--- config.mk ---
export PLATFORM = sky130hd
export DESIGN_NAME = cpu_sequencer_flat
export DESIGN_NICKNAME = d
export VERILOG_FILES = /design/src/rtl/cpu_sequencer_if.sv /design/src/rtl/cpu_sequencer.sv /design/src/flat_wrapper.sv
export SDC_FILE = /design/constraint.sdc
export NUM_CORES = 1
export LEC_CHECK = 0
export BUFFER_PORTS_ARGS = -buffer_cell sky130_fd_sc_hd__buf_4
export CORE_UTILIZATION = 50
export DETAILED_ROUTE_END_ITERATION = 8
export GPL_TIMING_DRIVEN = 0
export PLACE_DENSITY = 0.72
export SLEW_MARGIN = 20
export SYNTH_ARGS = -nofsm -noshare
export SYNTH_HDL_FRONTEND = slang
export SYNTH_SLANG_ARGS = --single-unit
--- constraint.sdc ---
create_clock -name clk -period 2.5 [get_ports clk]
set_clock_uncertainty 0.1 [all_clocks]
set_input_delay 0.125 -clock clk [delete_from_list [all_inputs] [get_ports clk]]
set_output_delay 0.125 -clock clk [all_outputs]
set_load 0.005 [all_outputs]
--- src/rtl/cpu_sequencer_if.sv ---
// rtl/cpu_sequencer_if.sv - memory bus between the sequencer and a registered-read memory
interface cpu_sequencer_if;
    logic [15:0] mem_addr;
    logic [7:0]  mem_rdata;
    logic [7:0]  mem_wdata;
    logic        mem_we;

    modport master (
        output mem_addr,
        output mem_wdata,
        output mem_we,
        input  mem_rdata
    );

    modport slave (
        input  mem_addr,
        input  mem_wdata,
        input  mem_we,
        output mem_rdata
    );
endinterface

--- src/rtl/cpu_sequencer.sv ---
// rtl/cpu_sequencer.sv - multi-cycle fetch/execute sequencer for a tiny 8-bit instruction set
module cpu_sequencer (
    input  logic                   clk,
    input  logic                   rst_n,
    input  logic                   run,
    cpu_sequencer_if.master        mem,
    output logic [7:0]             acc,
    output logic [15:0]            pc,
    output logic [3:0]             state,
    output logic                   halt
);
    typedef enum logic [3:0] {
        S_F0   = 4'd0,
        S_F1   = 4'd1,
        S_A0   = 4'd2,
        S_A1   = 4'd3,
        S_B0   = 4'd4,
        S_B1   = 4'd5,
        S_M0   = 4'd6,
        S_M1   = 4'd7,
        S_W0   = 4'd8,
        S_HALT = 4'd15
    } state_e;

    localparam logic [7:0] OP_NOP = 8'hEA;
    localparam logic [7:0] OP_LDI = 8'hA9;
    localparam logic [7:0] OP_LDA = 8'hAD;
    localparam logic [7:0] OP_STA = 8'h8D;
    localparam logic [7:0] OP_JMP = 8'h4C;

    state_e      state_q;
    logic [15:0] pc_q;
    logic [7:0]  acc_q;
    logic [7:0]  ir_q;
    logic [7:0]  lo_q;
    logic [7:0]  hi_q;
    logic        we_q;
    logic        halt_q;

    // Strobes are registered alongside the state so they drop with the async reset.
    always_ff @(posedge clk or negedge rst_n) begin
        if (!rst_n) begin
            state_q <= S_F0;
            pc_q    <= 16'h0000;
            acc_q   <= 8'h00;
            ir_q    <= 8'h00;
            lo_q    <= 8'h00;
            hi_q    <= 8'h00;
            we_q    <= 1'b0;
            halt_q  <= 1'b0;
        end else begin
            we_q <= 1'b0;
            case (state_q)
                S_F0: begin
                    if (run) state_q <= S_F1;
                end
                S_F1: begin
                    ir_q <= mem.mem_rdata;
                    pc_q <= pc_q + 16'd1;
                    case (mem.mem_rdata)
                        OP_NOP:                         state_q <= S_F0;
                        OP_LDI, OP_LDA, OP_STA, OP_JMP: state_q <= S_A0;
                        default: begin
                            state_q <= S_HALT;
                            halt_q  <= 1'b1;
                        end
                    endcase
                end
                S_A0: state_q <= S_A1;
                S_A1: begin
                    pc_q <= pc_q + 16'd1;
                    if (ir_q == OP_LDI) begin
                        acc_q   <= mem.mem_rdata;
                        state_q <= S_F0;
                    end else begin
                        lo_q    <= mem.mem_rdata;
                        state_q <= S_B0;
                    end
                end
                S_B0: state_q <= S_B1;
                S_B1: begin
                    hi_q <= mem.mem_rdata;
                    case (ir_q)
                        OP_JMP: begin
                            pc_q    <= {mem.mem_rdata, lo_q};
                            state_q <= S_F0;
                        end
                        OP_LDA: begin
                            pc_q    <= pc_q + 16'd1;
                            state_q <= S_M0;
                        end
                        OP_STA: begin
                            pc_q    <= pc_q + 16'd1;
                            state_q <= S_W0;
                            we_q    <= 1'b1;
                        end
                        default: begin
                            state_q <= S_HALT;
                            halt_q  <= 1'b1;
                        end
                    endcase
                end
                S_M0: state_q <= S_M1;
                S_M1: begin
                    acc_q   <= mem.mem_rdata;
                    state_q <= S_F0;
                end
                S_W0:   state_q <= S_F0;
                S_HALT: state_q <= S_HALT;
                default: begin
                    state_q <= S_HALT;
                    halt_q  <= 1'b1;
                end
            endcase
        end
    end

    always_comb begin
        mem.mem_addr = pc_q;
        if (state_q == S_M0 || state_q == S_W0) mem.mem_addr = {hi_q, lo_q};
    end

    assign mem.mem_we    = we_q;
    assign mem.mem_wdata = acc_q;
    assign acc           = acc_q;
    assign pc            = pc_q;
    assign state         = state_q;
    assign halt          = halt_q;
endmodule
--- src/flat_wrapper.sv ---
// flat-port wrapper written by rule: the top's interface ports become plain ports
module cpu_sequencer_flat 
  (clk, rst_n, run, acc, pc, state, halt, mem_mem_addr, mem_mem_wdata, mem_mem_we, mem_mem_rdata);
  cpu_sequencer_if mem_i ();
  input  logic clk;
  input  logic rst_n;
  input  logic run;
  output logic [7:0] acc;
  output logic [15:0] pc;
  output logic [3:0] state;
  output logic halt;
  output wire logic [$bits(mem_i.mem_addr)-1:0] mem_mem_addr;
  output wire logic [$bits(mem_i.mem_wdata)-1:0] mem_mem_wdata;
  output wire logic [$bits(mem_i.mem_we)-1:0] mem_mem_we;
  input wire logic [$bits(mem_i.mem_rdata)-1:0] mem_mem_rdata;
  assign mem_mem_addr = mem_i.mem_addr;
  assign mem_mem_wdata = mem_i.mem_wdata;
  assign mem_mem_we = mem_i.mem_we;
  assign mem_i.mem_rdata = mem_mem_rdata;
  cpu_sequencer u_core (.clk(clk), .rst_n(rst_n), .run(run), .mem(mem_i), .acc(acc), .pc(pc), .state(state), .halt(halt));
endmodule
Yosys cells after proc, flatten, opt, wreduce, memory -nomap -nowiden
Cells that the tools add are included.
{"block": "totals", "register_bits": 54, "latchBits": 0, "ram_bits": 0, "romBits": 0, "inputBits": 11, "out_inout_bits": 54, "wordCells": 64, "memories": 0}
{"block": "classes", "addsub": 1, "multipliers": 0, "div_mod_pow": 0, "n_lt_le_gt_ge": 0, "n_eq_ne": 23, "n_shift": 0, "muxes": 15, "n_bitwise": 2, "n_reduce_logical": 15}
{"cell": "$pmux W16 S2", "n": 2}
{"cell": "$eq A8 B8 Y1 const B", "n": 7}
{"cell": "$pmux W4 S8", "n": 1}
{"cell": "$add A16 B1 Y16 const B", "n": 1}
{"cell": "$eq A4 B3 Y1 const B", "n": 4}
{"cell": "$eq A8 B7 Y1 const B", "n": 2}
{"cell": "$mux W16", "n": 1}
{"cell": "$pmux W8 S2", "n": 1}
{"cell": "$pmux W4 S3", "n": 1}
{"cell": "$eq A4 B2 Y1 const B", "n": 2}
{"cell": "$eq A4 B4 Y1 const B", "n": 2}
{"cell": "$mux W8", "n": 1}
{"cell": "$pmux W4 S2", "n": 1}
{"cell": "$reduce_or A8 Y1", "n": 1}
{"cell": "$ne A2 B2 Y1 const B", "n": 3}
{"cell": "$reduce_and A2 Y1", "n": 3}
{"cell": "$reduce_or A2 Y1", "n": 3}
{"cell": "$reduce_or A5 Y1", "n": 1}
{"cell": "$eq A4 B1 Y1 const B", "n": 1}
{"cell": "$logic_not A4 Y1", "n": 1}
{"cell": "$mux W1", "n": 4}
{"cell": "$mux W4", "n": 1}
{"cell": "$reduce_bool A2 Y1", "n": 2}
{"cell": "$reduce_or A4 Y1", "n": 1}
{"cell": "8 further kinds", "n": 9}

Depth between registers and ports, before layout
Gate-level depths: netlist of run 1.
{"block": "logic_depth", "depth_word": 4, "mapped_depth": 7, "depth_no_buf": 5}

Least setup slack after synthesis of run 1
OpenSTA, ideal clock, no wires.
{"block": "synth_path", "kind": "reg-to-output", "from": "reg u_core.state_q[2] (netlist: u_core.state[2])", "to": "out mem_mem_addr[10]", "arrival_ps": 1670, "t_required_ps": 2275, "setup_slack_ps": 605, "path_stages_with_launch": 7, "path_buffers": 2, "path_cell_list": "dfrtp_1 > clkbuf_1 > nor2_1 > nand2_1 > a21oi_2 > buf_4 > mux2_2"}
{"block": "synth_via", "elab_chain_len": 3, "word_cells_on_any_way": 4, "cone_classes": "eq/ne: 2; mux: 1; reduce/logical: 1"}
{"item": "start, declared", "line": "cpu_sequencer.sv:31", "source": "state_e state_q;"}
{"item": "start signal, assigned", "line": "cpu_sequencer.sv:43", "source": "state_q <= S_F0;"}
{"item": "start signal, assigned", "line": "cpu_sequencer.sv:55", "source": "if (run) state_q <= S_F1;"}
{"item": "start signal, assigned", "line": "cpu_sequencer.sv:61", "source": "OP_NOP: state_q <= S_F0;"}
{"item": "$eq A4 B3 Y1 or $eq A4 B4 Y1 (tied branches)", "line": "cpu_sequencer.sv:120", "source": "if (state_q == S_M0 || state_q == S_W0) mem.mem_addr = {hi_q, lo_q};"}
{"item": "$logic_or A1 B1 Y1 *", "line": "cpu_sequencer.sv:120"}
{"item": "$mux W16 *", "line": "cpu_sequencer.sv:120"}
{"item": "end, declared", "line": "flat_wrapper.sv:12", "source": "output wire logic [$bits(mem_i.mem_addr)-1:0] mem_mem_addr;"}
Mark *: on every way between the ends. The rest lies on a longest branch, timed or not.

Final worst setup path of run 1
{"block": "layout_path", "from": "reg u_core.state_q[2] (netlist: u_core.state[2])", "to": "out mem_mem_addr[12]"}
Same word-level chain as after synthesis.

==> results of run 1 <==
how the worst min path moves through the flow:
stage / slack [ns] / to / startpoint / cells after the start
6_report: -0.003 / u_core.hi_q[2] / mem_mem_rdata[2] / 3
5_1_grt: 0.004 / u_core.hi_q[4] / mem_mem_rdata[4] / 3
4_1_cts: 0.0009 / u_core.hi_q[4] / mem_mem_rdata[4] / 3
3_5_place_dp: 0.12 / u_core.hi_q[6] / rst_n / 1
3_3_place_gp: 0.12 / u_core.hi_q[6] / rst_n / 1
2_1_floorplan: -0.27 / u_core.acc[0] / rst_n / 0
stage by stage:
step                cell area, sq um  hold WS [ns]  total power [uW]
global route                    3919      0.003848              1744
detailed placement              3700        0.1217             972.7
floorplan                       3126       -0.2706             910.2
finish                          3919     -0.002543              1692
CTS                             3918     0.0009230              1696
global placement                3700        0.1196             971.4
layer usage:
metal,wire (microns),vias up
li1,-,1281
met1,3534,1405
met2,4229,114
met3,626,14
met4,112,0
met5,0,-
sequential cells by signal, indices dropped and copies added (netlist names):
name,cells
u_core.hi_q,8
u_core.ir_q,8
u_core.lo_q,8
u_core.state,4
u_core.halt,1
u_core.mem.mem_we,1
u_core.pc,16
u_core.acc,8
layout by cell type (no fill, tap or decap), types with 6 or more instances in the layout:
master          n
buf_4          75
dfrtp_1        54
mux2_2         40
nand2_1        34
o22ai_1        14
mux2i_1        13
inv_1          12
nor4_1          8
nand3_1         7
a22oi_1         7
nor3_1          7
nor2_1          6
and3_1          6
clkbuf_8        6
dlygate4sd3_1   6
power by group:
part / internal [uW] / total (uW) / switching [uW]
logic: 33.1 / 80.5 / 47.5
registers: 876 / 882 / 5.57
clock network: 427 / 730 / 302
cell families after synthesis:
| family | count (synthesis) | synth area share, % |
|---|---|---|
| buffers and inverters | 37 | 6.525 |
| AOI/OAI and AO/OA | 57 | 13.49 |
| DFF | 54 | 43.23 |
| and+or+nand+nor | 100 | 17.77 |
| adders and majority gates | 1 | 0.4003 |
| muxes | 53 | 18.57 |
worst max-delay path, delay by kind of cell, from the launching register on:
family                 cells  cell delay [ns]
buffers and inverters      3             0.56
DFF                        1             0.42
muxes                      1             0.36
and+or+nand+nor            2             0.26
AOI/OAI and AO/OA          1             0.19
cell usage after synthesis (2+ instances only):
master     count
dfrtp_1       54
mux2_2        40
nand2_1       34
o22ai_1       14
mux2i_1       13
inv_1         12
buf_4         10
clkbuf_1       8
nor4_1         8
a22oi_1        7
nand3_1        7
nor2_1         7
nor3_1         7
and3_1         6
a21oi_1        5
nand4_1        5
o2bb2ai_1      5
buf_2          4
a211oi_1       3
a22oi_2        3
a31oi_1        3
buf_6          3
nor4b_1        3
o211ai_1       3
o21ai_0        3
or4_1          3
a2bb2oi_1      2
and3b_1        2
and4bb_2       2
nand3b_1       2
nand4bb_1      2
nor2_2         2
nor2b_1        2
nor3b_1        2
o211a_1        2
layout make-up:
class                           instances  area (sq um)
Tap cell                               75         93.84
Timing Repair Buffer                   71         548.0
Sequential cell                        54          1351
Clock buffer                            6         82.58
Buffer                                 24         157.7
Inverter                               12         45.04
Multi-Input combinational cell        211          1580
Fill cell                             500          2072
Clock inverter                          2         60.06
timing repair:
item                                   CTS  global route
setup endpoints to repair               10            16
hold buffers                             6             0
buffers inserted                         1             0
endpoints found under the hold margin   59             0
gates resized for setup                  1             5
pin swaps                                1             0
==> results.yml, run 1 <==
floorplan:
  die_x_microns: 81.07
  rows: 28
  ios: 65
  start_util_pct: 52.17
  dieArea_sq_mm: 0.006572
  coreArea_sq_mm: 0.005991
  die_y_microns: 81.07
critical_path:
  worst_path_most_repeated_cell: "buf_4"
  critPathKind: "register to output port"
  cp-start-kind: "register"
  max_stage_delay_ns: 0.42
  setup.worst_path.start: "u_core.state[2]"
  cp-endpoint: "mem_mem_addr[12]"
  critPathMaxFanout: 10
  crit-reg2reg-launch: "u_core.state[0]"
  crit_slowest_cell: "dfrtp_1"
  reg2reg_slack_ns: 0.24
  arrival_ns: 2.10
  endpoint_kind: "output port"
  r2r_end: "u_core.pc[7]"
  required_ns: 2.28
  cp_cell_sequence: "clkbuf_2 -> nor2_2 -> nand2_1 -> a21oi_4 -> buf_4 -> mux2_2 -> buf_4"
  rr_worst_depth: 6
global_route:
  met1_usage_pct: 37.54
  use_met2_pct: 46.81
  grt_antenna_before_repair: 0
  grt_max_degree: 55
  grt_overflow: 0
  grt_pass1_wl_microns: 13740
  top_usage_layer: "met2"
  grt_pass1_vias: 2671
  grt_usage_pct: 28.12
  use_met3_pct: 4.270
sta:
  tns_ns: 0
  setup_viol: 0
  fin_crit_sh_pct: 92.82
  drv_slew: 0
  hold_violations: 1
  worst_slew_margin_rel_pct: 52.16
  holdWs_ns: -0.002543
  setup_slack_ns: 0.1795
  grt_setup_unrepaired: "no"
  worstMarginPinSlew_ns: 0.7150
  max_freq_ghz: 0.4310
  period_needed_ns: 2.320
logic_synthesis:
  async_reset_ff_share_pct: 100.0
  synthFlopType: "dfrtp_1"
  yosys.area.top_type_share_pct: 43.23
  ys_seq_area_share_pct: 43.23
  synth_edf_count: 0
  synth_area_sq_mm: 0.003125
  yosysWarningCount: 0
  syn_area_per_cell_sq_um: 10.35
  ys_types: 49
  syn_inst: 302
  synth_area_leader_cell: "dfrtp_1"
  syn_nets: 314
  ys_ff_latch: 54
  yosys-top-cells-area: "dfrtp_1, mux2_2, mux2i_1"
cells_and_area:
  layout.nets: 391
  n_antenna_cell: 0
  drive_above_1_share_pct: 37.63
  area_growth_pct: 25.38
  utilization_pct: 65.41
  final_cells: 455
drt:
  ant_nets: 0
  drtPass1Iterations: 5
  vias_per_cell: 6.185
  drtIter0Drc: 283
  routed_wl_microns: 8503
  num_vias: 2814
  wl_per_cell_microns: 18.69
  drc_errors: 0
power_and_ir_drop:
  p_leak_uw: 0.001894
  ir_drop_mv: 0.2464
  power.density_mw_per_mm2: 431.7
clock_tree:
  cts_tree: "built"
  cts-buffers-inserted: 5
  clock-sinks: 54
  root_buffer: "clkbuf_8"
  clock_latency_ns: 0.32
  clk_path_buf_depth: 2
  htreeDepth: 2
  cts.clk_slew.worst_paths_ns: 0.10
status:
  violations: "negative hold slack"
  outcome: "finished with violations"
place:
  dp_slack_ns: 0.1105
  routabilityCongestion: 0.8783
  place_inst: 441
  port_buffers: 64
  dp_hpwl_microns: 5586
job:
  maxCapViolCount: 0
worst_hold_path:
  hold_class: "primary input to register"
Power figures use the tool's default switching activity.
==> run 2: changes to the inputs <==
--- a/config.mk
+++ b/config.mk
@@ -5,6 +5,7 @@
 export SDC_FILE = /design/constraint.sdc
 export NUM_CORES = 1
 export LEC_CHECK = 0
+export ABC_AREA = 1
 export BUFFER_PORTS_ARGS = -buffer_cell sky130_fd_sc_hd__buf_4
 export CORE_UTILIZATION = 50
 export DETAILED_ROUTE_END_ITERATION = 8
==> constraint.sdc (replaced) <==
create_clock -name clk -period 2.4 [get_ports clk]
set_clock_uncertainty 0.1 [all_clocks]
set_input_delay 0.12 -clock clk [delete_from_list [all_inputs] [get_ports clk]]
set_output_delay 0.12 -clock clk [all_outputs]
set_load 0.005 [all_outputs]
==> results.yml, run 2 <==
status:
  outcome: "complete, no violations"
floorplan:
  die_y_microns: 80.35
  coreArea_sq_mm: 0.005921
  rows: 28
  die_x_microns: 80.35
  dieArea_sq_mm: 0.006455
  start_util_pct: 51.84
  ios: 65
power_and_ir_drop:
  ir_drop_mv: 0.2617
  combPwrFrac_pct: 3.5
  p_switching_uw: 353.6
  p_leak_uw: 0.002026
  intPower_uw: 1260
  sw_frac_of_total_pct: 21.92
  power.density_mw_per_mm2: 427.3
  power.total_uw: 1613
  clock_power_share_pct: 40.1
  power_frac_seq_pct: 56.4
logic_synthesis:
  synth_top_family_by_area: "simple AND/OR/NAND/NOR gates"
  syn_inst: 439
  yosys-top-cells-area: "dfrtp_1, nand2_1, o21ai_0"
  syn_area_per_cell_sq_um: 6.991
  synthFlopType: "dfrtp_1"
  synth_area_sq_mm: 0.003069
  synthSimpleGateAreaFrac_pct: 34.45
  synth_xor_area_share_pct: 0.5707
  ys_seq_area_share_pct: 44.03
  ys_types: 24
  synth_compound_area_share_pct: 10.80
  yosys.area.top_type_share_pct: 44.03
  synth.most_common_cell: "nand2_1"
  synthTopCellsByCount: "nand2_1, o21ai_0, dfrtp_1, nand3_1, inv_1"
  yosysWarningCount: 0
  synth_edf_count: 0
  syn_nets: 451
  synthAdderAreaFrac_pct: 0.4077
  synth.area.mux_share_pct: 0
  async_reset_ff_share_pct: 100.0
  synth_area_leader_cell: "dfrtp_1"
  ys_ff_latch: 54
global_route:
  grt_usage_pct: 27.73
  grt_overflow: 0
  grt_pass1_wl_microns: 13630
  grt_antenna_before_repair: 0
  grt_max_degree: 55
  grt_pass1_vias: 2882
drt:
  route.met2.wl_microns: 4093
  drtIter0Drc: 211
  dr.max_layer_used: "met4"
  num_vias: 3151
  met3WireLength_microns: 603
  vias_per_cell: 5.368
  drc_errors: 0
  drtPass1Iterations: 5
  routed_wl_microns: 8540
  wl_met1_microns: 3750
  wl_per_cell_microns: 14.55
  ant_nets: 0
clock_tree:
  cts.clk_slew.worst_paths_ns: 0.10
  ctsResizeCount: 0
  clk_path_buf_depth: 2
  hold_buffers: 2
  htreeDepth: 2
  cts_tree: "built"
  post_cts_buffers: 0
  clock-sinks: 54
  cts-buffers-inserted: 5
  clock_latency_ns: 0.31
  root_buffer: "clkbuf_8"
critical_path:
  crit_family: "simple AND/OR/NAND/NOR gates"
  max_stage_delay_ns: 0.38
  critPathMaxFanout: 10
  cp-start-kind: "register"
  crit_slowest_cell: "dfrtp_1"
  critPathKind: "register to output port"
  crit_buf_inv: 3
  required_ns: 2.18
  endpoint_kind: "output port"
  arrival_ns: 1.99
  cp_cell_sequence: "buf_2 -> nor2_1 -> nand3_1 -> nand2_1 -> buf_2 -> nand2_1 -> o21ai_0 -> buf_4"
cells_and_area:
  final_common_cell: "nand2_1"
  n_antenna_cell: 0
  drive_above_1_share_pct: 19.34
  area_growth_pct: 23.03
  layout_common_cells: "nand2_1, buf_4, o21ai_0, nand3_1, dfrtp_1"
  layout.nets: 524
  largest_reg_flops: 16
  utilization_pct: 63.78
sta:
  setup_slack_ns: 0.1870
  worstMarginPinSlew_ns: 0.6879
  fin_crit_sh_pct: 92.21
  hold_violations: 0
  setup_viol: 0
  period_needed_ns: 2.213
  drv_slew: 0
  max_freq_ghz: 0.4519
  tns_ns: 0
  grt_setup_unrepaired: "no"
  holdWs_ns: 0.09137
  worst_slew_margin_rel_pct: 54.14
place:
  dp_hpwl_microns: 6124
  dp_slack_ns: 0.5556
  routabilityCongestion: 0.8660
  port_buffers: 64
worst_hold_path:
  hold_class: "primary input to register"
job:
  maxCapViolCount: 0
[run 2: metal layers]
layer | global-route usage (%) | vias up
li1 | - | 1539
met1 | 37.89 | 1458
met2 | 45.76 | 146
met3 | 3.523 | 8
met4 | 7.857 | 0
met5 | 0 | -
[run 2: layout make-up]
class / instances / area [sq um]
Clock inverter: 1 / 30.03
Fill cell: 546 / 2145
Sequential cell: 54 / 1351
Inverter: 43 / 161.4
Timing Repair Buffer: 66 / 500.5
Clock buffer: 6 / 82.58
Buffer: 22 / 137.6
Multi-Input combinational cell: 320 / 1419
Tap cell: 75 / 93.84
[run 2: kinds of logic after synthesis]
family | count (synthesis)
AOI/OAI and AO/OA | 65
xor gates and xnor gates | 2
adders and majority gates | 1
buffers and inverters | 65
DFF | 54
and+or+nand+nor | 252
[run 2: worst paths after layout]
| path | startpoint | to | slack (ns) | cells past startpoint |
|---|---|---|---|---|
| setup / recovery | u_core.state[1] | mem_mem_addr[7] | 0.19 | 8 |
| hold / removal | mem_mem_rdata[7] | u_core.ir_q[7] | 0.09 | 3 |
| setup reg to reg | u_core.ir_q[6] | u_core.lo_q[6] | 0.62 | 7 |
| hold reg to reg | u_core.halt | u_core.halt | 0.38 | 1 |
| max in group asynchronous | rst_n | u_core.mem.mem_we | 1.46 | 2 |
| min in group asynchronous | rst_n | u_core.pc[13] | 0.29 | 2 |
[run 2: per-stage QoR]
step | cells | instance area [sq um]
6_report | 587 | 3776
5_1_grt | 587 | 3776
4_1_cts | 587 | 3776
3_5_place_dp | 578 | 3643
3_3_place_gp | 578 | 3643
2_1_floorplan | 439 | 3069
[run 2: power groups by stage]
stage	Combinational, uW	Clock [uW]	Sequential [uW]
after floorplan	12.3	0	928
after global placement	54.8	0	927
after detailed placement	55.9	0	927
after CTS	58.6	654	909
after global routing	65.1	686	910
final	57.0	647	909
[run 2: tightest hold or removal path, delay by kind of cell]
| family | cells | cell delay (ns) |
|---|---|---|
| AOI/OAI and AO/OA | 1 | 0.17 |
| buffers and inverters | 2 | 0.17 |
